File: src/rtl/mux_scan_reg.sv
// Registered N-channel W-bit multiplexer with manual select and auto-scan.
// An internal dwell counter steps through the channels while scanning.
module mux_scan_reg #(
  parameter int WIDTH    = 4,
  parameter int CHANNELS = 4,
  parameter int DWELL    = 2,
  localparam int SW      = $clog2(CHANNELS)
) (
  input  logic                      clk_i,
  input  logic                      rst_i,
  input  logic [CHANNELS*WIDTH-1:0] din_i,
  input  logic [SW-1:0]             sel_i,
  input  logic                      mode_i,
  input  logic                      en_i,
  output logic [WIDTH-1:0]          x_o,
  output logic [SW-1:0]             ch_o,
  output logic                      valid_o,
  output logic                      wrap_o,
  output logic                      err_o
);

  localparam int CW = (DWELL > 1) ? $clog2(DWELL) : 1;
  localparam logic [SW-1:0] LAST_CH  = SW'(CHANNELS - 1);
  localparam logic [CW-1:0] LAST_CNT = CW'(DWELL - 1);

  typedef enum logic [1:0] {
    IDLE   = 2'd0,
    MANUAL = 2'd1,
    SCAN   = 2'd2
  } state_t;

  state_t            state_q;
  logic [WIDTH-1:0]  x_q;
  logic [SW-1:0]     ch_q;
  logic [CW-1:0]     cnt_q;
  logic              valid_q;
  logic              wrap_q;
  logic              err_q;

  logic              selOk_d;
  logic [SW-1:0]     chAdv_d;
  logic [WIDTH-1:0]  selData_d;
  logic [WIDTH-1:0]  holdData_d;
  logic [WIDTH-1:0]  advData_d;

  // Wrap is an explicit compare so non-power-of-two channel counts work.
  assign selOk_d    = (32'(sel_i) < 32'(CHANNELS));
  assign chAdv_d    = (ch_q == LAST_CH) ? '0 : ch_q + SW'(1);
  assign selData_d  = din_i[int'(sel_i) * WIDTH +: WIDTH];
  assign holdData_d = din_i[int'(ch_q) * WIDTH +: WIDTH];
  assign advData_d  = din_i[int'(chAdv_d) * WIDTH +: WIDTH];

  always_ff @(posedge clk_i) begin
    if (rst_i) begin
      state_q <= IDLE;
      x_q     <= '0;
      ch_q    <= '0;
      cnt_q   <= '0;
      valid_q <= 1'b0;
      wrap_q  <= 1'b0;
      err_q   <= 1'b0;
    end else begin
      wrap_q <= 1'b0;
      err_q  <= 1'b0;
      if (!en_i) begin
        state_q <= IDLE;
        valid_q <= 1'b0;
        cnt_q   <= '0;
      end else if (!mode_i) begin
        state_q <= MANUAL;
        valid_q <= 1'b1;
        cnt_q   <= '0;
        if (selOk_d) begin
          ch_q <= sel_i;
          x_q  <= selData_d;
        end else begin
          x_q   <= holdData_d;
          err_q <= 1'b1;
        end
      end else begin
        state_q <= SCAN;
        valid_q <= 1'b1;
        // The entry edge only restarts the dwell count; the channel is kept.
        if (state_q != SCAN) begin
          cnt_q <= '0;
          x_q   <= holdData_d;
        end else if (cnt_q == LAST_CNT) begin
          cnt_q  <= '0;
          ch_q   <= chAdv_d;
          x_q    <= advData_d;
          wrap_q <= (ch_q == LAST_CH);
        end else begin
          cnt_q <= cnt_q + CW'(1);
          x_q   <= holdData_d;
        end
      end
    end
  end

  assign x_o     = x_q;
  assign ch_o    = ch_q;
  assign valid_o = valid_q;
  assign wrap_o  = wrap_q;
  assign err_o   = err_q;

endmodule

File: config.mk
export PLATFORM = sky130hd
export DESIGN_NAME = mux_scan_reg
export DESIGN_NICKNAME = d
export VERILOG_FILES = /design/src/rtl/mux_scan_reg.sv
export SDC_FILE = /design/constraint.sdc
export NUM_CORES = 1
export LEC_CHECK = 0
export ABC_AREA = 1
export BUFFER_PORTS_ARGS = -buffer_cell sky130_fd_sc_hd__clkbuf_2
export CORE_MARGIN = 10
export CORE_UTILIZATION = 50
export DETAILED_ROUTE_END_ITERATION = 10
export GPL_ROUTABILITY_DRIVEN = 1
export GPL_TIMING_DRIVEN = 0
export HOLD_SLACK_MARGIN = 0.15
export PLACE_DENSITY = 0.78
export RECOVER_POWER = 25
export SETUP_SLACK_MARGIN = 0.5
export SLEW_MARGIN = 20
export SYNTH_ARGS = -nofsm -noshare
export SYNTH_HDL_FRONTEND = slang
export SYNTH_SLANG_ARGS = --single-unit
File: constraint.sdc
create_clock -name clk_i -period 1.7 [get_ports clk_i]
set_input_delay 0.085 -clock clk_i [delete_from_list [all_inputs] [get_ports clk_i]]
set_output_delay 0.085 -clock clk_i [all_outputs]
set_load 0.02 [all_outputs]
==> metrics.md, run 1 <==
| Metric | Value |
|---|---|
| Status | finished, final reports clean |
| GPL Wtd Cong | 0.9272 |
| Worst-case clock skew | 11.45 ps |
| Number of nets in the final layout | 229 |
| Number of antenna violations at the first check in global routing | 0 |
| Setup tns final | 0 ps |
| Critical setup path kind | in -> reg |
| Filler cell count in the final layout | 200 |
| Post-synthesis cell type count | 26 |
| Portion of the post-synthesis area used by sequential elements | 21.92% |
| Wire length reported by the detailed router | 2850 µm |
| Number of synthesized flops with an enable pin | 0 |
| Unrepaired setup endpoints after global routing | yes |
| Share of the synthesized area in compound gates (AO/OA/AOI/OAI) | 12.08% |
| Effective utilization at floorplan | 51.74% |
| Clk Latency, worst-skew pair | 270 ps |
| Shortest clock period the worst path allows after layout | 1303 ps |
| Worst Hold Margin | 214.1 ps |
| Count of final max-slew check failures | 0 |
| Core Box Area | 1942 µm² |
| Crit start category | input port |
| Area fraction in and, or, nand and nor cells after synthesis | 46.95% |
| Worst Hold Endpoint | state_q[0] |
| Setup slack of the most critical reg-to-reg path | 480 ps |
| Detail Route Antenna Nets | 0 |
| Count of cells along the worst register-to-register path | 8 |
| Max_cap viols | 0 |
| Mux contribution to synthesized area | 0% |
| Number of buffers inserted during clock tree synthesis | 3 |
| Wire length of the first global-routing pass | 4919 µm |
| Final Cell Area | 1280 µm² |
| Utilization after layout | 65.91% |
| Number of sinks handled by clock tree synthesis | 11 |
| Fmax achieved | 767.2 MHz |
| Routed wirelength normalized by instance count | 12.28 µm |
| Number of rows created at floorplan | 16 |
| Synth warn | 0 |
| 1st-pass router iterations | 4 |
| Half-perimeter wire length after detailed placement | 2281 µm |
| Maximum root-to-sink buffer count | 2 |
| Global-route usage over all layers | 13.94% |
| Req. time, crit path | 1870 ps |
| Total of buffers placed on input and output ports | 27 |
| Overall via count from detail_route | 1159 |
| Primary FF master, synth | sky130_fd_sc_hd__dfxtp_1 |
| Largest cells by area after synthesis | sky130_fd_sc_hd__nand2_1 27%, sky130_fd_sc_hd__dfxtp_1 22%, sky130_fd_sc_hd__nand3_1 11% |
| Post-synthesis instance area | 1005 µm² |
| DR iter-0 viols | 63 |
| Synth Register Bits | 11 |
| Worst reg2reg path endpoint | x_o[2] |
| Number of nets produced by synthesis | 193 |
| Critical Path End Type | flip-flop |
| Floorplan die height | 64.83 µm |
| Min-Delay Path Class | in -> reg |
| Xor and xnor fraction of the mapped netlist area | 0% |
| Detail-routed via count per cell | 4.996 |
| Library cell with the highest instance count after synthesis | sky130_fd_sc_hd__nand2_1 |
| Hold_sp | mode_i |
| Growth of design area from synthesis to finish | 27.40% |
| Pin count of the biggest net entering global routing | 11 |
| Average cell area after synthesis | 5.910 µm² |
| Share of flip-flops with an asynchronous set or reset | 0% |
| Number of remaining DRC errors | 0 |
| Instance area after placement | 1191 µm² |
| Via count of the first global-routing pass | 1114 |
| TritonCTS clock tree | built |
| Area leader, netlist | sky130_fd_sc_hd__nand2_1 |
| H-tree depth reported by CTS | 1 |
| Cell at the root of the clock tree | sky130_fd_sc_hd__clkbuf_4 |
| Number of instances in the synthesized netlist | 170 |
| Max FO, Critical Path | 10 |
| Reg2Reg Launch Point | ch_o[0] |
| Total count of hold-check failures in the final report | 0 |
| Combinational family with the most area after synthesis | simple AND/OR/NAND/NOR gates |
| Clock transition at the registers of the reported paths | 60 ps |
| Top-level I/O count | 31 |
| Hold Path Stages | 3 |
| Congestion Overflow GR | 0 |
| Count of inserted antenna diode cells | 0 |
| Proportion of netlist area held by the largest area contributor | 26.53% |
| Endpoint arrival time on the critical path | 1470 ps |
| Total leakage power | 0.0006832 µW |
| Share of layout cells above drive strength 1 | 29.27% |
| Power per unit of standard cell area | 590.7 nW/µm² |
| DIE AREA | 4202 µm² |
| Ranking of synthesized cells by instance count | 71 x sky130_fd_sc_hd__nand2_1, 22 x sky130_fd_sc_hd__nand3_1, 21 x sky130_fd_sc_hd__inv_1 |
| Die W | 64.83 µm |
| Total setup violations reported at the end of the flow | 0 |
| Post-synthesis share of cell area spent on full adders, half adders and majority gates | 1.245% |
| Peak supply drop | 528.6 µV |
| Final Cycle Share | 76.67% |
[cell usage in the layout, fill, tap and decap left out, types with 4 or more instances in the layout]
cell type	netlist	routed
sky130_fd_sc_hd__nand2_1	71	66
sky130_fd_sc_hd__clkbuf_2	0	25
sky130_fd_sc_hd__nand3_1	22	21
sky130_fd_sc_hd__inv_1	21	20
sky130_fd_sc_hd__dfxtp_1	11	9
sky130_fd_sc_hd__o21ai_0	7	6
sky130_fd_sc_hd__nand2_2	0	5
sky130_fd_sc_hd__a21oi_2	3	5
sky130_fd_sc_hd__nor2_1	5	5
sky130_fd_sc_hd__nand3_2	3	4
sky130_fd_sc_hd__clkbuf_1	0	4
sky130_fd_sc_hd__o21ai_1	3	4
[sequential cells by signal, summed over array words and instances, names as in the netlist]
| signal | cells |
|---|---|
| wrap_o | 1 |
| state_q | 2 |
| ch_o | 2 |
| valid_o | 1 |
| cnt_q | 1 |
| x_o | 4 |
[logic make-up after synthesis]
family | after synthesis
AOI/OAI and AO/OA | 20
and+or+nand+nor | 106
other | 1
buffers and inverters | 31
DFF | 11
adders and majority gates | 1
[through the flow]
step | power [µW] | cells | setup slack, ps
3_5_place_dp | 563.8 | 224 | 384.5
4_1_cts | 751.6 | 232 | 488.4
3_3_place_gp | 556.1 | 224 | 400.4
2_1_floorplan | 479.7 | 170 | 501.7
6_report | 756.0 | 232 | 396.5
5_1_grt | 817.2 | 232 | 243.9
[how the worst max path moves through the flow]
stage	startpoint	end	slack, ps	cells past startpoint
after floorplan	ch_o[1]	x_o[2]	500	8
after global placement	ch_o[1]	x_o[2]	400	8
after detailed placement	ch_o[1]	x_o[2]	380	8
after CTS	ch_o[0]	x_o[1]	490	9
after global routing	en_i	wrap_o	240	6
final	en_i	wrap_o	400	6
[what timing repair did]
action / 4_1_cts / 5_1_grt
pin swaps: 2 / 2
setup endpoints to repair: 4 / 6
hold endpoints to repair: 2 / 0
hold buffers: 2 / 0
resized for setup: 3 / 10
buffers inserted: 2 / 0
[power breakdown]
group,switching (µW),internal (µW)
combinational,178,122
sequential,9.96,272
clock,83.6,90.5
total,272,484
[final cells by class]
cell class / count / area (µm²) / share of cell area (%)
flip-flops and latches: 11 / 227.7 / 17.79
clock buffers: 4 / 26.28 / 2.053
plain buffers: 7 / 80.08 / 6.256
multi-input cells: 128 / 646.9 / 50.54
inverters: 24 / 97.59 / 7.625
repair buffers: 31 / 167.7 / 13.10
well taps: 27 / 33.78 / 2.639
[critical path: stages]
cell and delay, ps:
sky130_fd_sc_hd__dlygate4sd3_1 530, sky130_fd_sc_hd__clkbuf_1 300, sky130_fd_sc_hd__inv_1 100, sky130_fd_sc_hd__nor2_1 140, sky130_fd_sc_hd__nand2_1 110, sky130_fd_sc_hd__nor3b_1 210
[routing by layer]
layer | track usage, % | vias up | share of wire [%]
li1 | - | 606 | -
met1 | 17.41 | 513 | 46
met2 | 22.54 | 36 | 49
met3 | 2.921 | 4 | 3.8
met4 | 5.882 | 0 | 1.3
met5 | 0 | - | 0
Power figures use the tool's default switching activity.
==> inputs of run 2 (changes only) <==
ABC_AREA = 0   (was 1)
CORE_UTILIZATION = 48   (was 50)
clock period = 1.2 ns   (was 1.7 ns; I/O delays follow)
==> metrics.md, run 2 <==
| Metric | Value |
|---|---|
| Status | finished with violations (was finished, final reports clean) |
| Violations in the final reports | setup timing |
| Largest cells by area after synthesis | sky130_fd_sc_hd__dfxtp_1 25%, sky130_fd_sc_hd__mux4_2 23%, sky130_fd_sc_hd__a41oi_2 5.6% (was sky130_fd_sc_hd__nand2_1 27%, sky130_fd_sc_hd__dfxtp_1 22%, sky130_fd_sc_hd__nand3_1 11%) |
| Number of nets produced by synthesis | 101 (was 193) |
| Number of antenna violations at the first check in global routing | 0 (unchanged) |
| Via count of the first global-routing pass | 989 (was 1114) |
| Maximum root-to-sink buffer count | 2 (unchanged) |
| Max FO, Critical Path | 2 (was 10) |
| Number of buffers inserted during clock tree synthesis | 3 (unchanged) |
| Peak supply drop | 652.6 µV (was 528.6 µV) |
| Congestion Overflow GR | 0 (unchanged) |
| Setup Slack @ Placement | -514.8 ps (was 384.5 ps) |
| Slowest stage cell, crit path | sky130_fd_sc_hd__mux4_2 (was sky130_fd_sc_hd__dlygate4sd3_1) |
| Global-route usage over all layers | 15.29% (was 13.94%) |
| Ranking of synthesized cells by instance count | 11 x sky130_fd_sc_hd__dfxtp_1, 9 x sky130_fd_sc_hd__mux4_2, 6 x sky130_fd_sc_hd__nand2_1 (was 71 x sky130_fd_sc_hd__nand2_1, 22 x sky130_fd_sc_hd__nand3_1, 21 x sky130_fd_sc_hd__inv_1) |
| Critical setup path kind | reg -> reg (was in -> reg) |
| TritonCTS clock tree | built (unchanged) |
| Core Box Area | 1727 µm² (was 1942 µm²) |
| Total count of hold-check failures in the final report | 0 (unchanged) |
| DIE AREA | 3903 µm² (was 4202 µm²) |
| H-tree depth reported by CTS | 1 (unchanged) |
| Primary FF master, synth | sky130_fd_sc_hd__dfxtp_1 (unchanged) |
| Total setup violations reported at the end of the flow | 6 (was 0) |
| 1st-pass router iterations | 4 (unchanged) |
| Met1 Track Usage GR | 17.28% (was 17.41%) |
| Max_cap viols | 0 (unchanged) |
| Average cell area after synthesis | 11.10 µm² (was 5.910 µm²) |
| Total leakage power | 0.0005711 µW (was 0.0006832 µW) |
| Number of rows created at floorplan | 15 (was 16) |
| Number of nets in the final layout | 151 (was 229) |
| Routed wirelength normalized by instance count | 21.39 µm (was 12.28 µm) |
| Largest stage delay on the critical path | 490 ps (was 530 ps) |
| Filler cell count in the final layout | 110 (was 200) |
| Actual transition at the worst max-transition pin | 665.1 ps |
| Library cell with the highest instance count after synthesis | sky130_fd_sc_hd__dfxtp_1 (was sky130_fd_sc_hd__nand2_1) |
| Top-level I/O count | 31 (unchanged) |
| Synth Register Bits | 11 (unchanged) |
| Synth warn | 0 (unchanged) |
| Commonest non-fill, non-tap cells in the layout | 20 x sky130_fd_sc_hd__clkbuf_2, 13 x sky130_fd_sc_hd__buf_4, 9 x sky130_fd_sc_hd__mux4_2 (was 66 x sky130_fd_sc_hd__nand2_1, 25 x sky130_fd_sc_hd__clkbuf_2, 21 x sky130_fd_sc_hd__nand3_1) |
| Post-synthesis cell type count | 28 (was 26) |
| Number of instances in the synthesized netlist | 78 (was 170) |
| Number of sinks handled by clock tree synthesis | 11 (unchanged) |
| Fmax achieved | 607.5 MHz |
| Die W | 62.47 µm (was 64.83 µm) |
| Wire length of the first global-routing pass | 4905 µm (was 4919 µm) |
| Growth of design area from synthesis to finish | 62.28% (was 27.40%) |
| Floorplan die height | 62.47 µm (was 64.83 µm) |
| Pin count of the biggest net entering global routing | 11 (unchanged) |
| Largest delay contributor family on the critical path | multiplexers (was buffers and inverters) |
| Most Crowded Layer GR | met2 (unchanged) |
| Portion of the post-synthesis area used by sequential elements | 25.43% (was 21.92%) |
| Clock transition at the registers of the reported paths | 80 ps (was 60 ps) |
| Share of layout cells above drive strength 1 | 70.08% (was 29.27%) |
| Final Cycle Share | 137.2% |
| Headroom to the max-slew limit | 55.66% |
| Design Power | 1155 µW (was 756.0 µW) |
| Req. time, crit path | 1350 ps (was 1870 ps) |
| Endpoint arrival time on the critical path | 1800 ps (was 1470 ps) |
| Count of inserted antenna diode cells | 0 (unchanged) |
| Crit start category | flip-flop (was input port) |
| Critical Path End Type | flip-flop (unchanged) |
| Share of flip-flops with an asynchronous set or reset | 0% (unchanged) |
| Effective utilization at floorplan | 50.14% (was 51.74%) |
| Power per unit of standard cell area | 822.1 nW/µm² (was 590.7 nW/µm²) |
| Unrepaired setup endpoints after global routing | yes (unchanged) |
| Half-perimeter wire length after detailed placement | 1941 µm (was 2281 µm) |
| Wire length reported by the detailed router | 3252 µm (was 2850 µm) |
| Detail Route Antenna Nets | 0 (unchanged) |
| Max FFs per register | 4 (unchanged) |
| DR iter-0 viols | 47 (was 63) |
| Cell Chain, Critical Path | ha_4, buf_6, mux4_2, nand2_1, and4_4, a2111oi_4 (was dlygate4sd3_1, clkbuf_1, inv_1, nor2_1, nand2_1, nor3b_1) |
| Post-synthesis instance area | 865.8 µm² (was 1005 µm²) |
| Most common cell after layout, fill and taps aside | sky130_fd_sc_hd__clkbuf_2 (was sky130_fd_sc_hd__nand2_1) |
| Detail-routed via count per cell | 6.118 (was 4.996) |
| Proportion of netlist area held by the largest area contributor | 25.43% (was 26.53%) |
| Crit path buf inv count | 1 (was 3) |
| Number of remaining DRC errors | 0 (unchanged) |
| Met2 track demand over resource | 25.77% (was 22.54%) |
| Overall via count from detail_route | 930 (was 1159) |
| Shortest clock period the worst path allows after layout | 1646 ps |
| Count of final max-slew check failures | 0 (unchanged) |
| Number of synthesized flops with an enable pin | 0 (unchanged) |
| Final critical-path setup slack | -446.0 ps (was 396.5 ps) |
| Worst-case clock skew | 1.461 ps (was 11.45 ps) |
| Cell at the root of the clock tree | sky130_fd_sc_hd__clkbuf_4 (unchanged) |
| Clk Latency, worst-skew pair | 270 ps (about the same) |
| Total of buffers placed on input and output ports | 28 (was 27) |
| Area leader, netlist | sky130_fd_sc_hd__dfxtp_1 (was sky130_fd_sc_hd__nand2_1) |
| GPL Wtd Cong | 0.8609 (was 0.9272) |
| Min-Delay Path Class | in -> reg (unchanged) |
| Global-route met3 utilization | 5.018% (was 2.921%) |
run 2: cell types whose count changed in the layout (fill, tap and decap cells not counted), sizes merged, moves of 6 or more:
cell    previous run  this run
o21ai             10         3
a21oi              8         0
buf                7        29
nand3             26         3
clkbuf            33        27
inv               24         0
mux4               0         9
nand2             71         6
run 2: worst paths after layout:
kind	from	slack, ps	to	cells past startpoint
max reg2reg	ch_o[1]	-450	x_o[2]	6
min	en_i	70	valid_o	2
max	ch_o[1]	-450	x_o[2]	6
min reg2reg	state_q[0]	510	cnt_q	2
run 2: layout make-up:
type	count	area [µm²]	share of cell area, %
flip-flops and latches	11	236.5	16.83
clock buffers	4	26.28	1.870
plain buffers	7	65.06	4.630
repair buffers	45	367.9	26.18
multi-input cells	60	678.2	48.26
well taps	25	31.28	2.226
run 2: what timing repair did:
action	4_1_cts	5_1_grt
pin swaps	8	6
endpoints found under the hold margin	5	4
endpoints found under the setup margin	16	16
gates resized for setup	33	17
buffers inserted	13	4
run 2: logic make-up (layout without fill, tap and decap cells):
| logic type | Yosys count | in the layout | share of synthesized area (%) |
|---|---|---|---|
| simple gates | 28 | 28 | 18.93 |
| compound gates | 19 | 19 | 21.82 |
| mux | 11 | 11 | 25.72 |
| flops | 11 | 11 | 25.43 |
| buf+inv | 7 | 56 | 6.213 |
| fa+ha+maj | 1 | 1 | 1.445 |
| other cells | 1 | 1 | 0.4331 |
run 2: power breakdown:
part	switching, µW	internal, µW	total [µW]
sequential	19.5	387	407
clock	143	129	272
combinational	215	261	476
run 2: per-layer routing:
metal	part of all wire, %	routed length (µm)
met1	38	1245
met2	52	1681
met3	8.7	284
met4	1.3	41
met5	0	0
run 2: stage by stage:
step                hold slack (ps)  utilization, %  TNS, ps  instance area (µm²)  std cells
CTS                           37.81           76.81    -1607                 1326        148
global placement              336.8           62.25    -1364                 1075        131
detailed placement            338.7           62.25    -1556                 1075        131
finish                        68.02           81.38    -1802                 1405        152
global route                  67.42           81.38    -2066                 1405        152
floorplan                     123.0               -    -1127                903.4         78
